`src/rtl/mux_scan_sequencer.sv`:
```
// Mask-driven scan of a 16-channel buffer bank through a 16:1 mux into a tagged FWFT FIFO.
module mux_scan_sequencer #(
    parameter int unsigned SETTLE_CYC = 3,
    parameter int unsigned FIFO_DEPTH = 8
) (
    input  logic        CLK,
    input  logic        RST_N,
    input  logic        CS,
    input  logic [15:0] data_in,
    input  logic [7:0]  mux_data,
    input  logic        rd_en,
    output logic [3:0]  mux_sel,
    output logic [15:0] buf_oe,
    output logic [11:0] rd_data,
    output logic        fifo_empty,
    output logic        fifo_full,
    output logic        busy,
    output logic        overflow,
    output logic        pass_done
);
    localparam int unsigned PTR_W = (FIFO_DEPTH > 1) ? $clog2(FIFO_DEPTH) : 1;
    localparam int unsigned CNT_W = PTR_W + 1;
    localparam int unsigned SET_W = (SETTLE_CYC > 1) ? $clog2(SETTLE_CYC) : 1;

    localparam logic [3:0] OP_MASK_LO    = 4'h1;
    localparam logic [3:0] OP_MASK_HI    = 4'h2;
    localparam logic [3:0] OP_START      = 4'h3;
    localparam logic [3:0] OP_STOP       = 4'h4;
    localparam logic [3:0] OP_FIFO_CLEAR = 4'h5;

    typedef enum logic [1:0] {S_IDLE, S_SELECT, S_SETTLE, S_SAMPLE} state_e;

    state_e           state_q, state_d;
    logic [15:0]      mask_q, mask_d;
    logic [15:0]      amask_q, amask_d;
    logic [7:0]       pcnt_q, pcnt_d;
    logic             cont_q, cont_d;
    logic [3:0]       ch_q, ch_d;
    logic [SET_W-1:0] settle_q, settle_d;
    logic [3:0]       mux_sel_d;
    logic [15:0]      buf_oe_d;
    logic             busy_d, pass_done_d;

    logic [11:0]      mem_q [FIFO_DEPTH];
    logic [PTR_W-1:0] wr_ptr_q, wr_ptr_d, rd_ptr_q, rd_ptr_d;
    logic [CNT_W-1:0] cnt_q, cnt_d;
    logic [11:0]      rd_data_d;
    logic             fifo_empty_d, fifo_full_d, overflow_d;

    logic [3:0]       op_c;
    logic [7:0]       arg_c;
    logic             sample_c, push_c, pop_c, clear_c;
    logic [4:0]       first_c, next_c;
    logic [11:0]      push_word_c;
    logic             unused_bits;

    // Lowest set bit of m at index >= from; bit 4 flags that one was found.
    function automatic logic [4:0] next_set(input logic [15:0] m, input logic [4:0] from);
        logic [4:0] r;
        r = 5'd0;
        for (int i = 15; i >= 0; i--) begin
            if (m[i] && (5'(i) >= from)) r = {1'b1, 4'(i)};
        end
        return r;
    endfunction

    assign op_c        = CS ? data_in[15:12] : 4'h0;
    assign arg_c       = data_in[7:0];
    assign unused_bits = ^data_in[11:8];
    assign push_word_c = {ch_q, mux_data};

    // Command decode, scan FSM next state and registered mux/buffer controls.
    always_comb begin
        state_d     = state_q;
        mask_d      = mask_q;
        amask_d     = amask_q;
        pcnt_d      = pcnt_q;
        cont_d      = cont_q;
        ch_d        = ch_q;
        settle_d    = settle_q;
        mux_sel_d   = mux_sel;
        buf_oe_d    = buf_oe;
        pass_done_d = 1'b0;
        sample_c    = 1'b0;
        first_c     = next_set(mask_q, 5'd0);
        next_c      = next_set(amask_q, 5'(ch_q) + 5'd1);

        if (op_c == OP_MASK_LO) mask_d[7:0]  = arg_c;
        if (op_c == OP_MASK_HI) mask_d[15:8] = arg_c;

        case (state_q)
            S_IDLE: begin
                if (op_c == OP_START && mask_q != 16'd0) begin
                    amask_d = mask_q;
                    ch_d    = first_c[3:0];
                    pcnt_d  = arg_c;
                    cont_d  = (arg_c == 8'd0);
                    state_d = S_SELECT;
                end
            end
            S_SELECT: begin
                mux_sel_d = ch_q;
                buf_oe_d  = 16'd1 << ch_q;
                settle_d  = SET_W'(SETTLE_CYC - 1);
                state_d   = S_SETTLE;
            end
            S_SETTLE: begin
                if (settle_q == '0) state_d = S_SAMPLE;
                else                settle_d = settle_q - SET_W'(1);
            end
            S_SAMPLE: begin
                sample_c = 1'b1;
                if (next_c[4]) begin
                    ch_d    = next_c[3:0];
                    state_d = S_SELECT;
                end else begin
                    pass_done_d = 1'b1;
                    if ((cont_q || pcnt_q > 8'd1) && first_c[4]) begin
                        if (!cont_q) pcnt_d = pcnt_q - 8'd1;
                        amask_d = mask_q;
                        ch_d    = first_c[3:0];
                        state_d = S_SELECT;
                    end else begin
                        state_d   = S_IDLE;
                        mux_sel_d = 4'd0;
                        buf_oe_d  = 16'd0;
                    end
                end
            end
            default: state_d = S_IDLE;
        endcase

        // STOP aborts the current visit without a push or pass_done.
        if (op_c == OP_STOP && state_q != S_IDLE) begin
            state_d     = S_IDLE;
            sample_c    = 1'b0;
            pass_done_d = 1'b0;
            mux_sel_d   = 4'd0;
            buf_oe_d    = 16'd0;
        end

        busy_d = (state_d != S_IDLE);
    end

    // FIFO pointer/count update; clear wins over push and pop, head kept registered.
    always_comb begin
        clear_c    = (op_c == OP_FIFO_CLEAR);
        pop_c      = rd_en && (cnt_q != '0) && !clear_c;
        push_c     = sample_c && !clear_c && ((cnt_q != CNT_W'(FIFO_DEPTH)) || pop_c);
        wr_ptr_d   = wr_ptr_q;
        rd_ptr_d   = rd_ptr_q;
        cnt_d      = cnt_q;
        rd_data_d  = rd_data;
        overflow_d = overflow;
        if (clear_c) begin
            wr_ptr_d   = '0;
            rd_ptr_d   = '0;
            cnt_d      = '0;
            overflow_d = 1'b0;
        end else begin
            if (push_c) wr_ptr_d = wr_ptr_q + PTR_W'(1);
            if (pop_c)  rd_ptr_d = rd_ptr_q + PTR_W'(1);
            cnt_d = cnt_q + CNT_W'(push_c) - CNT_W'(pop_c);
            if (sample_c && !push_c) overflow_d = 1'b1;
            if (cnt_d != '0) begin
                rd_data_d = (cnt_q == CNT_W'(pop_c)) ? push_word_c : mem_q[rd_ptr_d];
            end
        end
        fifo_empty_d = (cnt_d == '0);
        fifo_full_d  = (cnt_d == CNT_W'(FIFO_DEPTH));
    end

    // Scan state and control outputs.
    always_ff @(posedge CLK or negedge RST_N) begin
        if (!RST_N) begin
            state_q   <= S_IDLE;
            mask_q    <= '0;
            amask_q   <= '0;
            pcnt_q    <= '0;
            cont_q    <= 1'b0;
            ch_q      <= '0;
            settle_q  <= '0;
            mux_sel   <= '0;
            buf_oe    <= '0;
            busy      <= 1'b0;
            pass_done <= 1'b0;
        end else begin
            state_q   <= state_d;
            mask_q    <= mask_d;
            amask_q   <= amask_d;
            pcnt_q    <= pcnt_d;
            cont_q    <= cont_d;
            ch_q      <= ch_d;
            settle_q  <= settle_d;
            mux_sel   <= mux_sel_d;
            buf_oe    <= buf_oe_d;
            busy      <= busy_d;
            pass_done <= pass_done_d;
        end
    end

    // FIFO bookkeeping and status outputs.
    always_ff @(posedge CLK or negedge RST_N) begin
        if (!RST_N) begin
            wr_ptr_q   <= '0;
            rd_ptr_q   <= '0;
            cnt_q      <= '0;
            rd_data    <= '0;
            fifo_empty <= 1'b1;
            fifo_full  <= 1'b0;
            overflow   <= 1'b0;
        end else begin
            wr_ptr_q   <= wr_ptr_d;
            rd_ptr_q   <= rd_ptr_d;
            cnt_q      <= cnt_d;
            rd_data    <= rd_data_d;
            fifo_empty <= fifo_empty_d;
            fifo_full  <= fifo_full_d;
            overflow   <= overflow_d;
        end
    end

    // FIFO storage; contents need no reset since the count gates visibility.
    always_ff @(posedge CLK) begin
        if (push_c) mem_q[wr_ptr_q] <= push_word_c;
    end

endmodule

```
`config.mk`:
```
export PLATFORM = sky130hd
export DESIGN_NAME = mux_scan_sequencer
export DESIGN_NICKNAME = d
export VERILOG_FILES = /design/src/rtl/mux_scan_sequencer.sv
export SDC_FILE = /design/constraint.sdc
export NUM_CORES = 1
export LEC_CHECK = 0
export CORE_MARGIN = 2
export CORE_UTILIZATION = 55
export CTS_BUF_LIST = sky130_fd_sc_hd__clkbuf_4 sky130_fd_sc_hd__clkbuf_8
export DETAILED_ROUTE_END_ITERATION = 8
export MAX_ROUTING_LAYER = met4
export PLACE_DENSITY = 0.78
export SYNTH_ARGS = -nofsm -noshare
export SYNTH_HDL_FRONTEND = slang
export SYNTH_SLANG_ARGS = --single-unit
export TNS_END_PERCENT = 100
```
`constraint.sdc`:
```
create_clock -name CLK -period 3.4 [get_ports CLK]
set_input_delay 0.51 -clock CLK [delete_from_list [all_inputs] [get_ports CLK]]
set_output_delay 0.51 -clock CLK [all_outputs]
set_load 0.01 [all_outputs]
```
==> run metrics <==
Final Hold Vio Count=0; Final TNS setup=0 ps; Synth warnings=0; Rel. slew slack=0.311; Worst Hold Class=in2async; WL met3=860 um; Net Sw Frac=0.416; die width=133 um; P_leak=4.35 nW; Max Clock Freq=302 MHz; final cycle utilization of the critical path=0.975; deepest clock path buffer count=2; I/O pin total=65; cell taking the most area after synthesis=edfxtp_1; Critical Path Sink Type=flip-flop; RSZ-0062 raised after global routing=true; Die Span Y=133 um; Routed WL=20100 um; Starting Density=0.556; #FFs+latches synth=192; Int Pwr=5.98 mW; initial drt markers=513; post-synthesis xor/xnor area fraction=0.0106; distinct cell type count after synthesis=65; antenna cells=0; simple-gate share of the synthesized area=0.180; DR vias/cell=5.73; antenna violations before repair=0; TritonRoute pass-1 iters=5; CTS root buffer=clkbuf_8; Synth top area share=0.316; syn_nets=881; Syn Area/Cell=11.0 sq um; CTS tree=built; final cell count without fillers=1165; peak supply drop=0.428 mV; CTS Hold Bufs=0; total placed cells including tap cells=1131; GRT Util Overall=0.244; Max-cap violations=0; top layer in use=met4; CP startpoint kind=flip-flop; Mapped Area=0.00913 sq mm; Vias=6670; final setup vio count=0; main combinational cell family by area after synthesis=simple AND/OR/NAND/NOR gates; ys async rst share=0.500; worst-margin pin slew=1020 ps; Core Box Area=0.0164 sq mm; Cells after Synth=831; I/O Buffers=60; P&R area growth vs syn=18.5%; clk sinks=192; number of synthesized flops with an enable pin=96; GPL Wtd Cong=0.920; Clock power frac=0.145; DP Area=0.0104 sq mm; Max Transition Viols Final=0; row cnt=47; sequential share of power=0.354; clock slew at reported path FFs=110 ps; skew final=16.1 ps; grt ovf=0; Power Density=946 mW/mm^2; combinational share of power=0.501; WS Path Type=reg2reg; largest net degree at the start of global routing=97; full die area=0.0176 sq mm; CP arrival=3690 ps; prevailing post-synth register cell=edfxtp_1; P_sw=4.26 mW; Remaining DRCs=0; Design Area, Final=0.0108 sq mm; vias in the first global route=6329; routed wl met2=10100 um; DRT met1 WL=8700 um; Crit Path Max Fanout=20; status=complete, no violations; routed length per placed instance=17.2 um; H-tree depth=4; post-synthesis compound-gate area fraction=0.0911; Final min period=3320 ps; Synth area leaders=edfxtp_1 32%, dfrtp_1 26%, nand2_1 5.7%, nand3_1 3.1%, ha_1 2.9%; Net count, final=982; Adder-Cell Fraction of Synth Area=0.0310; sequential cell area fraction in the yosys report=0.579; layout cell share with drive strength beyond 1=0.145; hpwl dp=13500 um; first-pass GRT wire length=32700 um; Data required, critical path=3770 ps; cts bufs inserted=17; Routed Antenna Nets=0; Worst-Skew Late Latency=480 ps; post-synthesis mux area share=0.0754
final cells by class:
cell class	instances	area, sq um
fill	1215	5590
sequential	192	5290
multi-input combinational	563	3610
timing repair buffer	118	1090
tap	220	275
clock buffer	18	241
clock inverter	14	166
inverter	40	150
power by group through the flow:
stage	logic [mW]	clock network, mW	registers (mW)
2_1_floorplan	3.36	0	3.59
3_3_place_gp	4.97	0	3.65
3_5_place_dp	5.08	0	3.66
4_1_cts	5.10	1.51	3.62
5_1_grt	5.67	1.60	3.69
6_report	5.13	1.48	3.62
critical path, cell delays in order (launching register included):
cell,delay (ps)
dfrtp_1,440
ha_1,240
ha_1,300
or4b_1,530
a21o_1,210
nand2b_4,150
o21a_4,240
nor4_2,360
a211o_1,200
buf_12,190
mux2_1,340
through the flow:
| stage | hold slack (ps) | util | power (mW) | worst slack [ps] |
|---|---|---|---|---|
| 2_1_floorplan | 214 | - | 6.95 | 4.30 |
| 3_3_place_gp | 473 | 0.632 | 8.62 | -347 |
| 3_5_place_dp | 478 | 0.632 | 8.74 | -509 |
| 4_1_cts | 91.5 | 0.657 | 10.2 | 4.76 |
| 5_1_grt | 115 | 0.659 | 11.0 | -32.8 |
| 6_report | 74.5 | 0.659 | 10.2 | 83.3 |
flip-flops by register name, indices dropped and copies added, names as in the netlist, 2 cells and up:
register and flops:
cnt_q 4, wr_ptr_q 3, settle_q 2, mem_q 96
mux_sel 4, pcnt_q 8, state_q 2, ch_q 4
amask_q 16, mask_q 16, rd_data 12, rd_ptr_q 3
buf_oe 16
cell usage in the layout, fill, tap and decap left out, drive strengths merged, types with 15 or more instances in the layout:
master | Yosys | routed
nor2 | 47 | 47
clkdlybuf4s50 | 0 | 59
nand3 | 57 | 57
nand2 | 138 | 138
o21ai | 25 | 25
nand4 | 15 | 15
mux2 | 42 | 42
inv | 40 | 46
edfxtp | 96 | 96
dfrtp | 95 | 95
buf | 9 | 59
ha | 21 | 21
a21oi | 30 | 30
mux2i | 17 | 17
clkbuf | 27 | 18
cells by family after synthesis:
logic type      Yosys count
xor+xnor                 11
flops                   192
simple gates            342
fa+ha+maj                22
compound gates          127
buf+inv                  76
mux                      61
synth_stat cells, types with 12 or more instances:
library cell	count
nand2_1	138
edfxtp_1	96
dfrtp_1	95
nand3_1	56
nor2_1	47
inv_1	40
a21oi_1	30
clkbuf_1	27
o21ai_0	24
mux2_2	23
ha_1	21
mux2_1	19
mux2i_1	17
nand4_1	15
nor3_1	14
o22ai_1	14
nor4_1	12
metal layers:
layer  global-route usage  up-vias
li1                     -     3206
met1                0.313     3247
met2                0.397      180
met3               0.0425       37
met4               0.0789        0
met5                    -        -
repair_timing:
item / in CTS / in global routing
setup buffers: 0 / 2
endpoints found under the setup margin: 0 / 23
gates resized for setup: 0 / 7
final timing paths:
| kind | start | to | slack (ps) | cells after the start |
|---|---|---|---|---|
| worst max-delay path | ch_q[0] | buf_oe[11] | 80 | 10 |
| worst min-delay path | RST_N | pcnt_q[3] | 70 | 2 |
| worst max register to register | ch_q[0] | buf_oe[11] | 80 | 10 |
| worst min register to register | buf_oe[10] | buf_oe[10] | 500 | 1 |
| max in group asynchronous | RST_N | fifo_empty | 2910 | 2 |
| min in group CLK | buf_oe[10] | buf_oe[10] | 500 | 1 |
(Power assumes the default switching activity.)
